`src/rtl/mul_fu_pipe.sv`:
```
// Pipelined sign-handling wrapper around an external unsigned multiplier array (RV64M MUL/MULH/MULHSU/MULHU/MULW).
// Define MUL_FU_OUT_REG_EN to add a third output register stage (latency 3 instead of 2).
module mul_fu_pipe #(
    parameter int unsigned XLEN  = 64,
    parameter int unsigned TAG_W = 6
) (
    input  logic             clk,
    input  logic             rst_n,
    input  logic             flush,
    input  logic             in_valid,
    output logic             in_ready,
    input  logic [1:0]       in_op,
    input  logic             in_word,
    input  logic [XLEN-1:0]  in_rs1,
    input  logic [XLEN-1:0]  in_rs2,
    input  logic [TAG_W-1:0] in_tag,
    output logic [XLEN-1:0]  mul_a,
    output logic [XLEN-1:0]  mul_b,
    input  logic [XLEN-1:0]  mul_lo,
    input  logic [XLEN-1:0]  mul_hi,
    output logic             out_valid,
    input  logic             out_ready,
    output logic [XLEN-1:0]  out_result,
    output logic [TAG_W-1:0] out_tag
);

    localparam int unsigned PW = 2 * XLEN;
    localparam int unsigned WW = 32;

    logic             s1_valid_q, s1_valid_d;
    logic [XLEN-1:0]  s1_a_q, s1_a_d;
    logic [XLEN-1:0]  s1_b_q, s1_b_d;
    logic             s1_neg_q, s1_neg_d;
    logic             s1_hi_q, s1_hi_d;
    logic             s1_word_q, s1_word_d;
    logic [TAG_W-1:0] s1_tag_q, s1_tag_d;

    logic             s2_valid_q, s2_valid_d;
    logic [XLEN-1:0]  s2_res_q, s2_res_d;
    logic [TAG_W-1:0] s2_tag_q, s2_tag_d;

    logic             adv2;
    logic             accept;
    logic             sign_a_used, sign_b_used;
    logic [PW-1:0]    prod, prod_fix;
    logic [XLEN-1:0]  res_sel;

`ifdef MUL_FU_OUT_REG_EN
    logic             s3_valid_q, s3_valid_d;
    logic [XLEN-1:0]  s3_res_q, s3_res_d;
    logic [TAG_W-1:0] s3_tag_q, s3_tag_d;
    logic             adv3;

    assign adv3       = !s3_valid_q || out_ready;
    assign adv2       = !s2_valid_q || adv3;
    assign out_valid  = s3_valid_q;
    assign out_result = s3_res_q;
    assign out_tag    = s3_tag_q;
`else
    assign adv2       = !s2_valid_q || out_ready;
    assign out_valid  = s2_valid_q;
    assign out_result = s2_res_q;
    assign out_tag    = s2_tag_q;
`endif

    assign in_ready = !s1_valid_q || adv2;
    assign accept   = in_valid && in_ready && !flush;
    assign mul_a    = s1_a_q;
    assign mul_b    = s1_b_q;

    // S1: operand decode into magnitudes; the result sign is restored in S2
    always_comb begin
        s1_valid_d  = s1_valid_q;
        s1_a_d      = s1_a_q;
        s1_b_d      = s1_b_q;
        s1_neg_d    = s1_neg_q;
        s1_hi_d     = s1_hi_q;
        s1_word_d   = s1_word_q;
        s1_tag_d    = s1_tag_q;
        sign_a_used = ((in_op == 2'd1) || (in_op == 2'd2)) && in_rs1[XLEN-1];
        sign_b_used = (in_op == 2'd1) && in_rs2[XLEN-1];
        if (s1_valid_q && adv2) begin
            s1_valid_d = 1'b0;
        end
        if (accept) begin
            s1_valid_d = 1'b1;
            s1_hi_d    = (in_op != 2'd0);
            s1_word_d  = in_word;
            s1_tag_d   = in_tag;
            if (in_word) begin
                s1_a_d   = {{(XLEN-WW){1'b0}}, in_rs1[WW-1:0]};
                s1_b_d   = {{(XLEN-WW){1'b0}}, in_rs2[WW-1:0]};
                s1_neg_d = 1'b0;
            end else begin
                s1_a_d   = sign_a_used ? (~in_rs1 + XLEN'(1)) : in_rs1;
                s1_b_d   = sign_b_used ? (~in_rs2 + XLEN'(1)) : in_rs2;
                s1_neg_d = sign_a_used ^ sign_b_used;
            end
        end
        if (flush) begin
            s1_valid_d = 1'b0;
        end
    end

    // S2: sign fix-up of the full product and half select
    always_comb begin
        prod     = {mul_hi, mul_lo};
        prod_fix = s1_neg_q ? (~prod + PW'(1)) : prod;
        if (s1_word_q) begin
            res_sel = {{(XLEN-WW){prod_fix[WW-1]}}, prod_fix[WW-1:0]};
        end else if (s1_hi_q) begin
            res_sel = prod_fix[PW-1:XLEN];
        end else begin
            res_sel = prod_fix[XLEN-1:0];
        end
        s2_valid_d = s2_valid_q;
        s2_res_d   = s2_res_q;
        s2_tag_d   = s2_tag_q;
        if (adv2) begin
            s2_valid_d = s1_valid_q;
            if (s1_valid_q) begin
                s2_res_d = res_sel;
                s2_tag_d = s1_tag_q;
            end
        end
        if (flush) begin
            s2_valid_d = 1'b0;
        end
    end

    always_ff @(posedge clk or negedge rst_n) begin
        if (!rst_n) begin
            s1_valid_q <= 1'b0;
            s1_a_q     <= '0;
            s1_b_q     <= '0;
            s1_neg_q   <= 1'b0;
            s1_hi_q    <= 1'b0;
            s1_word_q  <= 1'b0;
            s1_tag_q   <= '0;
            s2_valid_q <= 1'b0;
            s2_res_q   <= '0;
            s2_tag_q   <= '0;
        end else begin
            s1_valid_q <= s1_valid_d;
            s1_a_q     <= s1_a_d;
            s1_b_q     <= s1_b_d;
            s1_neg_q   <= s1_neg_d;
            s1_hi_q    <= s1_hi_d;
            s1_word_q  <= s1_word_d;
            s1_tag_q   <= s1_tag_d;
            s2_valid_q <= s2_valid_d;
            s2_res_q   <= s2_res_d;
            s2_tag_q   <= s2_tag_d;
        end
    end

`ifdef MUL_FU_OUT_REG_EN
    // S3: optional output register, same advance rule as S2
    always_comb begin
        s3_valid_d = s3_valid_q;
        s3_res_d   = s3_res_q;
        s3_tag_d   = s3_tag_q;
        if (adv3) begin
            s3_valid_d = s2_valid_q;
            if (s2_valid_q) begin
                s3_res_d = s2_res_q;
                s3_tag_d = s2_tag_q;
            end
        end
        if (flush) begin
            s3_valid_d = 1'b0;
        end
    end

    always_ff @(posedge clk or negedge rst_n) begin
        if (!rst_n) begin
            s3_valid_q <= 1'b0;
            s3_res_q   <= '0;
            s3_tag_q   <= '0;
        end else begin
            s3_valid_q <= s3_valid_d;
            s3_res_q   <= s3_res_d;
            s3_tag_q   <= s3_tag_d;
        end
    end
`endif

endmodule

```
`config.mk`:
```
export PLATFORM = sky130hd
export DESIGN_NAME = mul_fu_pipe
export DESIGN_NICKNAME = d
export VERILOG_FILES = /design/src/rtl/mul_fu_pipe.sv
export SDC_FILE = /design/constraint.sdc
export NUM_CORES = 1
export LEC_CHECK = 0
export CORE_AREA = 2 2 184 186
export DETAILED_ROUTE_END_ITERATION = 10
export DIE_AREA = 0 0 186 188
export PLACE_DENSITY = 0.78
export SLEW_MARGIN = 20
export SYNTH_ARGS = -nofsm -noshare
export SYNTH_HDL_FRONTEND = slang
export SYNTH_SLANG_ARGS = --single-unit
export TNS_END_PERCENT = 10
```
`constraint.sdc`:
```
create_clock -name clk -period 2.7 [get_ports clk]
set_input_delay 0.54 -clock clk [delete_from_list [all_inputs] [get_ports clk]]
set_output_delay 0.54 -clock clk [all_outputs]
set_load 0.02 [all_outputs]
```
==> results.yml <==
hold_path:
  hold_path_class: "input port to flip-flop"
clock_tree:
  htree_levels: 1
  cts_tree: "yes"
  clk_latency_ns: 0.56
  clockRootBuffer: "clkbuf_16"
  cts_max_path_buffers: 3
  cts_sinks: 209
  clk_pin_slew_worst_paths_ns: 0.06
  cts_buffers: 26
setup_path:
  crit_chain: "buf_6, or4_4, or4_4, or4_4, or3_4, or4_4, mux2_4, a221o_1"
  cpMostUsedCell: "or4_4"
  crit_arrival_ns: 3.77
  crit_buf_inv: 1
  end_kind: "flip-flop"
  max_stage_delay_ns: 0.58
  path_class: "input port to flip-flop"
  critPathTopFamily: "simple AND/OR/NAND/NOR gates"
  path_max_fanout: 2
  r2r_slack_ns: 0.38
  start_kind: "input port"
  required_ns: 3.14
  slowest_stage: "or4_4"
place:
  routabilityCongestion: 1.07
  place_hpwl_um: 61100
  dp_slack_ns: -1.48
  dp.cells: 3152
  place.port_buffers: 469
floorplanning:
  top_level_ports: 470
  core-area_um2: 33100
  dieHeight_um: 188
  initial_core_util: 0.446
  dieArea_um2: 35000
  fp.dieW_um: 186
  rows: 67
synthesis:
  syn_inst: 1819
  synth_top_area_cell: "dfrtp_1"
  yosys-top-cells-count: "nand2_1, o21ai_0, dfrtp_1"
  synthFlopType: "dfrtp_1"
  synth_top_area_share: 0.354
  async_reset_ff_frac: 1.00
  synth_cell_types: 72
  synth_warnings: 0
  seq_area_frac_synth: 0.354
  synth-seq-cells: 209
  synth_area_leaders: "dfrtp_1, o21ai_0, xnor2_1, nand2_1, xor2_1"
  synth.avg_cell_area_um2: 8.12
  syn-num-nets: 2094
  syn_area_um2: 14800
  synth_edf_count: 0
  yosysMostFrequentCell: "nand2_1"
finish:
  diodes: 0
  drive_gt1_frac: 0.285
  syn2layout_area_growth_pct: 74.6
  fin_cells: 3219
  nets: 3027
sta:
  tightest_slew_ns: 0.793
  fmax_mhz: 301
  period_minus_slack_ns: 3.33
  timing.setup.tns_ns: -2.44
  hold_viol: 0
  slew_violations: 0
  skew_ns: 0.0211
  rsz0062_at_grt: "yes"
  slew-limit-headroom: 0.469
  post-route-period-util: 1.23
  setup_slack_ns: -0.627
  finalSetupViolations: 26
power_and_ir_drop:
  p_seq_frac: 0.316
  p_sw_mw: 4.63
  comb_power_share: 0.387
  p_sw_frac: 0.354
  internal_power_mw: 8.43
  finalPower_mw: 13.1
  p_clk_frac: 0.297
  power.density_nw_per_um2: 506
  power.static_leakage_nw: 10.5
  ir_drop_mv: 0.447
drt:
  drtPass1Iterations: 5
  drc: 0
  routedWlPerCell_um: 25.3
  ant_nets: 0
  vias: 19949
  routed_wl_um: 81300
  via_per_inst: 6.20
  drt_first_iter_violations: 2270
global_route:
  grt_max_degree: 80
  grt_antenna_before_repair: 0
  gr-usage-all-layers: 0.444
  grt_pass1_wl_um: 118000
  overflow: 0
  grt_pass1_vias: 20142
status:
  status: "finished, violations left"
  violations: "setup timing"
run:
  cap_viol_max_count: 0
-- cells by family after synthesis --
group	synth area share
DFF	0.354
AOI/OAI and AO/OA	0.206
adders and majority gates	0.00424
and+or+nand+nor	0.260
buffers and inverters	0.0313
muxes	0.0235
xor gates and xnor gates	0.121
-- worst register-to-register path: stages, from the launching register on --
cell	delay [ns]
dfrtp_1	0.69
nand2b_1	0.35
nor2_1	0.70
buf_4	0.28
nand2_1	0.06
o221ai_1	0.07
a21oi_1	0.06
-- power groups by stage --
| stage | combinational [mW] | sequential, mW | clock (mW) |
|---|---|---|---|
| finish | 5.05 | 4.13 | 3.87 |
| floorplan | 1.36 | 4.68 | 0 |
| CTS | 4.87 | 4.10 | 3.87 |
| global placement | 4.69 | 4.12 | 0 |
| detailed placement | 4.78 | 4.14 | 0 |
| global route | 5.31 | 4.16 | 4.00 |
-- area by class of cell --
type,instances,area [µm²]
multi-input cells,1490,10100
repair buffers,1009,8890
flip-flops and latches,209,5230
inverters,16,62.6
clock inverters,7,135
well taps,448,561
fillers,2136,7330
clock buffers,40,795
-- repair_timing --
| action | 4_1_cts | 5_1_grt |
|---|---|---|
| pin swaps | 52 | 51 |
| hold endpoints to repair | 17 | 0 |
| hold buffers | 1 | 0 |
| setup endpoints to repair | 70 | 109 |
| setup buffers | 15 | 8 |
| gates resized for setup | 212 | 149 |
-- through the flow --
stage	cell area [µm²]	hold WS [ns]	util
after global placement	23700	0.444	0.715
after global routing	25800	0.484	0.779
after detailed placement	23700	0.452	0.715
after CTS	25200	0.453	0.761
final	25800	0.445	0.779
after floorplan	14800	0.244	-
-- placed cells by master, fill, tap and decap left out, types with 29 or more instances in the layout --
cell and instances:
buf_4 513, clkdlybuf4s50_1 415, nand2_1 237, dfrtp_1 208
o21ai_0 189, nor2_1 139, xnor2_1 104, xor2_1 91
a21oi_1 67, nor3_1 57, o31ai_1 39, nand3_1 38
nor4_1 31, or3_1 29
-- final timing paths --
check,startpoint,endpoint,depth (start not counted)
worst max-delay path,mul_hi[6],out_result[22]$_DFFE_PN0P_,8
worst min-delay path,mul_lo[8],out_result[8]$_DFFE_PN0P_,5
worst max register to register,s1_hi_q$_DFFE_PN0P_,out_result[17]$_DFFE_PN0P_,6
worst min register to register,s1_tag_q[1]$_DFFE_PN0P_,out_tag[1]$_DFFE_PN0P_,2
max in group asynchronous,rst_n,out_result[33]$_DFFE_PN0P_,3
min in group asynchronous,rst_n,out_result[9]$_DFFE_PN0P_,2
-- per-layer routing --
metal,part of all wire,global-route usage
met5,0,0
met4,0.099,0.336
met3,0.10,0.107
met2,0.47,0.742
met1,0.33,0.484
-- sequential cells by signal, indices dropped and copies added, names as in the netlist, 6 cells and up --
signal	flops
mul_a	64
mul_b	64
out_tag	6
out_result	64
s1_tag_q	6
Note: power is estimated with default switching activity, not from simulation.
